File: src/rtl/ahb_slave_regs.sv
// ---------------------------------------------------------------------------
// ahb_slave_regs
//   AHB-Lite slave exposing NUM_REGS 32-bit registers. Register 0 is a
//   read-only ID word; register 1 is mirrored onto ctrl_o. Every OKAY data
//   phase is stretched by WAIT_STATES wait cycles. Out-of-range, oversized
//   and misaligned transfers get the two-cycle ERROR response.
//
// Ports
//   clk, reset          : clock, synchronous active-high reset
//   ahb_hsel_i          : slave select
//   ahb_haddr_i         : byte address (only [7:0] decoded)
//   ahb_hwrite_i        : 1 = write
//   ahb_hsize_i         : transfer size (byte/half/word)
//   ahb_htrans_i        : IDLE/BUSY/NONSEQ/SEQ
//   ahb_hburst_i, ahb_hprot_i, ahb_hmastlock_i : accepted, ignored
//   ahb_hwdata_i        : write data, little-endian lanes
//   ahb_hready_o        : data phase complete / slave ready
//   ahb_hresp_o         : 0 = OKAY, 1 = ERROR
//   ahb_hrdata_o        : read data, nonzero only in final read data cycle
//   ctrl_o              : continuous copy of register 1
// ---------------------------------------------------------------------------
module ahb_slave_regs #(
  parameter int          NUM_REGS    = 16,
  parameter int          WAIT_STATES = 1,
  parameter logic [31:0] ID_VALUE    = 32'h4E50_5501
) (
  input  logic        clk,
  input  logic        reset,
  input  logic        ahb_hsel_i,
  input  logic [31:0] ahb_haddr_i,
  input  logic        ahb_hwrite_i,
  input  logic [2:0]  ahb_hsize_i,
  input  logic [1:0]  ahb_htrans_i,
  input  logic [2:0]  ahb_hburst_i,
  input  logic [3:0]  ahb_hprot_i,
  input  logic        ahb_hmastlock_i,
  input  logic [31:0] ahb_hwdata_i,
  output logic        ahb_hready_o,
  output logic        ahb_hresp_o,
  output logic [31:0] ahb_hrdata_o,
  output logic [31:0] ctrl_o
);

  localparam logic [1:0] ST_IDLE = 2'd0;
  localparam logic [1:0] ST_WAIT = 2'd1;
  localparam logic [1:0] ST_ERR1 = 2'd2;
  localparam logic [1:0] ST_ERR2 = 2'd3;
  localparam logic [2:0] WS      = 3'(WAIT_STATES);

  logic [1:0]  state;
  logic [2:0]  wcnt;
  // With zero wait states the data phase lives in IDLE; pend marks it.
  logic        pend;
  logic [7:0]  dp_addr;
  logic        dp_write;
  logic [2:0]  dp_size;
  logic [31:0] regs [1:NUM_REGS-1];

  logic        hready_int;
  logic        final_dp;
  logic        accept;
  logic        illegal;
  logic [5:0]  a_off;
  logic [5:0]  dp_off;
  logic [3:0]  strb;
  logic [31:0] rword;

  logic unused_ok;
  assign unused_ok = ^{ahb_haddr_i[31:8], ahb_htrans_i[0], ahb_hburst_i,
                       ahb_hprot_i, ahb_hmastlock_i};

  assign hready_int = !((state == ST_ERR1) || (state == ST_WAIT && wcnt != WS));
  assign final_dp   = (state == ST_WAIT && wcnt == WS) || (state == ST_IDLE && pend);
  assign accept     = ahb_hsel_i && ahb_htrans_i[1] && hready_int && !reset;
  assign a_off      = ahb_haddr_i[7:2];
  assign dp_off     = dp_addr[7:2];

  always_comb begin
    illegal = 1'b0;
    if ({26'd0, a_off} >= 32'(NUM_REGS))                      illegal = 1'b1;
    if (ahb_hsize_i > 3'b010)                                 illegal = 1'b1;
    if (ahb_hsize_i == 3'b001 && ahb_haddr_i[0])              illegal = 1'b1;
    if (ahb_hsize_i == 3'b010 && ahb_haddr_i[1:0] != 2'b00)   illegal = 1'b1;
  end

  // Control FSM. Whenever the bus is ready (IDLE, ERR2, last WAIT cycle) the
  // next state is decided purely by the address phase on the bus.
  always_ff @(posedge clk) begin
    if (reset) begin
      state    <= ST_IDLE;
      wcnt     <= '0;
      pend     <= 1'b0;
      dp_addr  <= '0;
      dp_write <= 1'b0;
      dp_size  <= '0;
    end else begin
      case (state)
        ST_WAIT: if (wcnt != WS) wcnt <= wcnt + 3'd1;
        ST_ERR1: state <= ST_ERR2;
        default: ;
      endcase
      if (hready_int) begin
        state <= ST_IDLE;
        pend  <= 1'b0;
        if (accept) begin
          dp_addr  <= ahb_haddr_i[7:0];
          dp_write <= ahb_hwrite_i;
          dp_size  <= ahb_hsize_i;
          if (illegal) begin
            state <= ST_ERR1;
          end else if (WAIT_STATES > 0) begin
            state <= ST_WAIT;
            wcnt  <= '0;
          end else begin
            pend <= 1'b1;
          end
        end
      end
    end
  end

  always_comb begin
    case (dp_size)
      3'b000:  strb = 4'b0001 << dp_addr[1:0];
      3'b001:  strb = dp_addr[1] ? 4'b1100 : 4'b0011;
      default: strb = 4'b1111;
    endcase
  end

  // Register file; index 0 is the ID constant and has no storage.
  always_ff @(posedge clk) begin
    if (reset) begin
      for (int i = 1; i < NUM_REGS; i++) regs[i] <= '0;
    end else if (final_dp && dp_write) begin
      for (int i = 1; i < NUM_REGS; i++)
        if (dp_off == 6'(i))
          for (int b = 0; b < 4; b++)
            if (strb[b]) regs[i][8*b +: 8] <= ahb_hwdata_i[8*b +: 8];
    end
  end

  always_comb begin
    rword = ID_VALUE;
    for (int i = 1; i < NUM_REGS; i++)
      if (dp_off == 6'(i)) rword = regs[i];
  end

  assign ahb_hready_o = hready_int;
  assign ahb_hresp_o  = (state == ST_ERR1) || (state == ST_ERR2);
  assign ahb_hrdata_o = (final_dp && !dp_write) ? rword : '0;
  assign ctrl_o       = regs[1];

endmodule

File: config.mk
export PLATFORM = sky130hd
export DESIGN_NAME = ahb_slave_regs
export DESIGN_NICKNAME = d
export VERILOG_FILES = /design/src/rtl/ahb_slave_regs.sv
export SDC_FILE = /design/constraint.sdc
export NUM_CORES = 1
export LEC_CHECK = 0
export CORE_MARGIN = 1.5
export CORE_UTILIZATION = 35
export CTS_CLUSTER_SIZE = 30
export DETAILED_ROUTE_END_ITERATION = 8
export GPL_TIMING_DRIVEN = 0
export PLACE_DENSITY = 0.57
export SYNTH_ARGS = -nofsm -noshare
export SYNTH_HDL_FRONTEND = slang
export SYNTH_SLANG_ARGS = --single-unit
File: constraint.sdc
create_clock -name clk -period 2.65 [get_ports clk]
set_clock_uncertainty 0.15 [all_clocks]
set_input_delay 0.53 -clock clk [delete_from_list [all_inputs] [get_ports clk]]
set_output_delay 0.53 -clock clk [all_outputs]
set_load 0.005 [all_outputs]
==> results.toml <==
[status]
status = "complete, but fails checks"
violations = "design-rule violations, negative setup slack"

[routing]
drt-pass1-iter-count = 9
vias = 18000
first_iter_violations = 2369
ant_nets = 0
drcViolationCount = 12
viasPerCell = 5.76
wirelength_mm = 89.5
post_drt_wl_per_cell_um = 28.7

[power_and_ir_drop]
power_density_nw_per_um2 = 560
p_switching_mw = 4.20
ir_worst_vdd_mv = 0.466
combPwrFrac_pct = 7.9
p_int_mw = 13.6
seq_power_share_pct = 50.6
p_clk_share_pct = 41.5
netSwitchingFraction_pct = 23.7
power_leakage_nw = 11.4

[place]
port_buffers = 112
dp_hpwl_mm = 61.2
dpl_cell_area_sq_um = 25700
gp_congestion = 0.938

[sta]
finalCritPeriodShare_pct = 144
slew_violations = 0
fin_setup_tns_ns = -39.71
finalCriticalPeriod_ns = 3.82
maxSlewHeadroom_pct = 46.4
setup-violations-final = 128
fmax_mhz = 262
hold_viol_final = 0
tightest_slew_ns = 0.803
final.setup.worst_slack_ns = -1.17
grt_setup_unrepaired = "true"

[die]
die_y_um = 262
fp-row-count = 94
start_util_pct = 35.5
core_sq_um = 66000
boundaryPins = 147
design.die.area_sq_um = 68500
die_x_um = 262

[yosys]
synth_most_common_cell = "and2_1"
synthTopCellsByArea = "edfxtp_1 61%, and2_1 13%, a22oi_1 2.6%"
synth_top_area_share_pct = 61.5
synthCells = 1877
yosysSeqAreaShare_pct = 62.9
synth_nets = 1960
synth_top_cells_by_count = "482 x and2_1, 480 x edfxtp_1, 120 x nor2_1"
syn_area_sq_um = 23400
yosysUniqueCellTypes = 69
avgSynthCellArea_sq_um = 12.5
synthArstFlopShare_pct = 0
ys.flop_type = "edfxtp_1"
ys_warn_count = 0
synth_top_cell_by_area = "edfxtp_1"
synth_edf_count = 480
ys_seq_elements = 497

[worst_setup_path]
end_kind = "primary output"
worstPathArrival_ns = 3.14
cp_cell_sequence = "buf_6 -> or4b_4 -> buf_12 -> buf_6 -> nor2_4 -> buf_6 -> a2111oi_0 -> and3_4 -> a311oi_4 -> buf_2"
critical-path-top-delay-family = "simple AND/OR/NAND/NOR gates"
required_ns = 1.97
crit_type = "flip-flop to primary output"
crit_top_cell = "buf_6"
critPathLaunchType = "flip-flop"
cp_slowest_cell = "or4b_4"
slowest_delay_ns = 0.59
crit_path_max_fanout = 5
critPathBufInv = 5

[cells_and_area]
fin_area_sq_um = 31700
n_fill_cell = 5693
syn_to_final_growth_pct = 35.2
drive_above_1_share_pct = 31.2
nNetsFinal = 2294

[cts]
htreeDepth = 2
cts_tree = "built"
clock_latency_ns = 0.64
hold_buffers = 0
cts_num_sinks = 497
clk_pin_slew_ns = 0.06
clockBufferDepth = 3
cts-buffers-inserted = 53
clock-root-buffer = "clkbuf_16"

[global_route]
grtUsageTotal_pct = 25.8
grt_pass1_vias = 17600
grt_first_pass_wirelength_mm = 126
grt_max_degree = 14
antenna_found_initial = 0
grt-ovfl-total = 0

[min_path]
hold_class = "flip-flop to flip-flop"

[job]
max_cap_violations = 0
==> final timing paths <==
check                                        startpoint                    endpoint  slack, ns  cells after the start
worst max-delay path            dp_addr[6]$_SDFFE_PP0P_            ahb_hrdata_o[29]      -1.17                     10
worst min-delay path            dp_size[2]$_SDFFE_PP0P_     dp_size[2]$_SDFFE_PP0P_       0.35                      2
worst max register to register  dp_addr[6]$_SDFFE_PP0P_  regs[0][463]$_SDFFCE_PN0P_      -0.16                     10
worst min register to register  dp_size[2]$_SDFFE_PP0P_     dp_size[2]$_SDFFE_PP0P_       0.35                      2
==> cells in the final DEF, fill, tap and decap left out, types with 10 or more instances in the layout <==
cell type,n
a22oi_2,31
o211ai_1,18
mux2i_1,20
buf_8,15
buf_4,138
or3_1,18
and2_1,481
nor2_4,50
nor2_2,24
o21ai_0,22
o221ai_1,12
buf_2,33
clkbuf_16,59
a22oi_1,49
nor2_1,57
mux2_2,17
buf_6,52
dfxtp_1,10
clkbuf_4,13
o22ai_1,33
nor3_1,19
nand3_1,12
clkinv_1,13
edfxtp_1,480
nand2_1,18
a211o_1,19
clkbuf_1,54
a32oi_1,14
a21oi_1,23
o21bai_4,58
clkbuf_2,12
clkdlybuf4s50_1,79
a31oi_1,14
buf_12,42
nand2_4,12
==> logic make-up (layout without fill, tap and decap cells) <==
| kind of cell | Yosys count | count (layout) | share of synthesized area (%) |
|---|---|---|---|
| flops | 497 | 497 | 62.9 |
| compound gates | 407 | 407 | 12.7 |
| fa+ha+maj | 2 | 2 | 0.107 |
| buf+inv | 164 | 538 | 3.47 |
| mux | 37 | 37 | 1.67 |
| other cells | 0 | 2 | 0 |
| simple gates | 769 | 770 | 19.1 |
| xor+xnor | 1 | 1 | 0.0374 |
==> layer usage <==
metal / wire length, um / part of all wire [%] / GRT usage (%) / up-vias
li1: - / - / - / 7659
met1: 34900 / 39 / 34.2 / 8952
met2: 40700 / 45 / 39.7 / 1122
met3: 9590 / 11 / 5.94 / 236
met4: 4380 / 4.9 / 13.1 / 0
met5: 0 / 0 / 0 / -
==> state kept, by name (all words and copies together), names as in the netlist <==
register  cells
regs        480
dp_addr       8
dp_size       3
wcnt          3
state         2
dp_write      1
==> cell type report <==
type / count / area, sq um / share of cell area, %
inverters: 5 / 18.8 / 0.0592
diodes: 2 / 5.00 / 0.0158
multi-input cells: 1217 / 9980 / 31.5
plain buffers: 143 / 1190 / 3.75
flip-flops and latches: 497 / 14800 / 46.6
clock buffers: 68 / 1430 / 4.50
clock inverters: 28 / 236 / 0.746
repair buffers: 294 / 2980 / 9.42
well taps: 864 / 1080 / 3.41
==> what timing repair did <==
| action | in CTS | in global routing |
|---|---|---|
| cloned | 5 | 0 |
| resized for setup | 673 | 154 |
| pin swaps | 111 | 74 |
| setup endpoints to repair | 994 | 758 |
| setup buffers | 140 | 39 |
==> stage by stage <==
stage	hold slack, ns	setup WS (ns)	std cells	power, mW	utilization (%)
after floorplan	0.311	-0.00532	1877	9.54	-
after global placement	0.328	-2.30	2853	10.1	38.9
after detailed placement	0.338	-2.11	2855	10.1	38.9
after CTS	0.354	-1.07	3087	17.6	46.8
after global routing	0.399	-1.18	3116	18.1	48.0
final	0.346	-1.17	3118	17.8	48.0
==> worst reg2reg max path, stage by stage (launching register included) <==
cell	delay [ns]
dfxtp_2	0.33
buf_6	0.11
or4b_4	0.59
buf_12	0.18
buf_6	0.11
nor2_4	0.13
buf_6	0.17
buf_6	0.13
buf_6	0.12
nand2_8	0.12
o21bai_4	0.33
==> power by group through the flow <==
stage | logic, mW | registers [mW] | clock network (mW)
finish | 1.41 | 8.98 | 7.37
global route | 1.45 | 9.00 | 7.69
CTS | 1.30 | 8.97 | 7.38
detailed placement | 0.946 | 9.13 | 0
global placement | 0.934 | 9.12 | 0
floorplan | 0.469 | 9.07 | 0
Power figures use the tool's default switching activity.
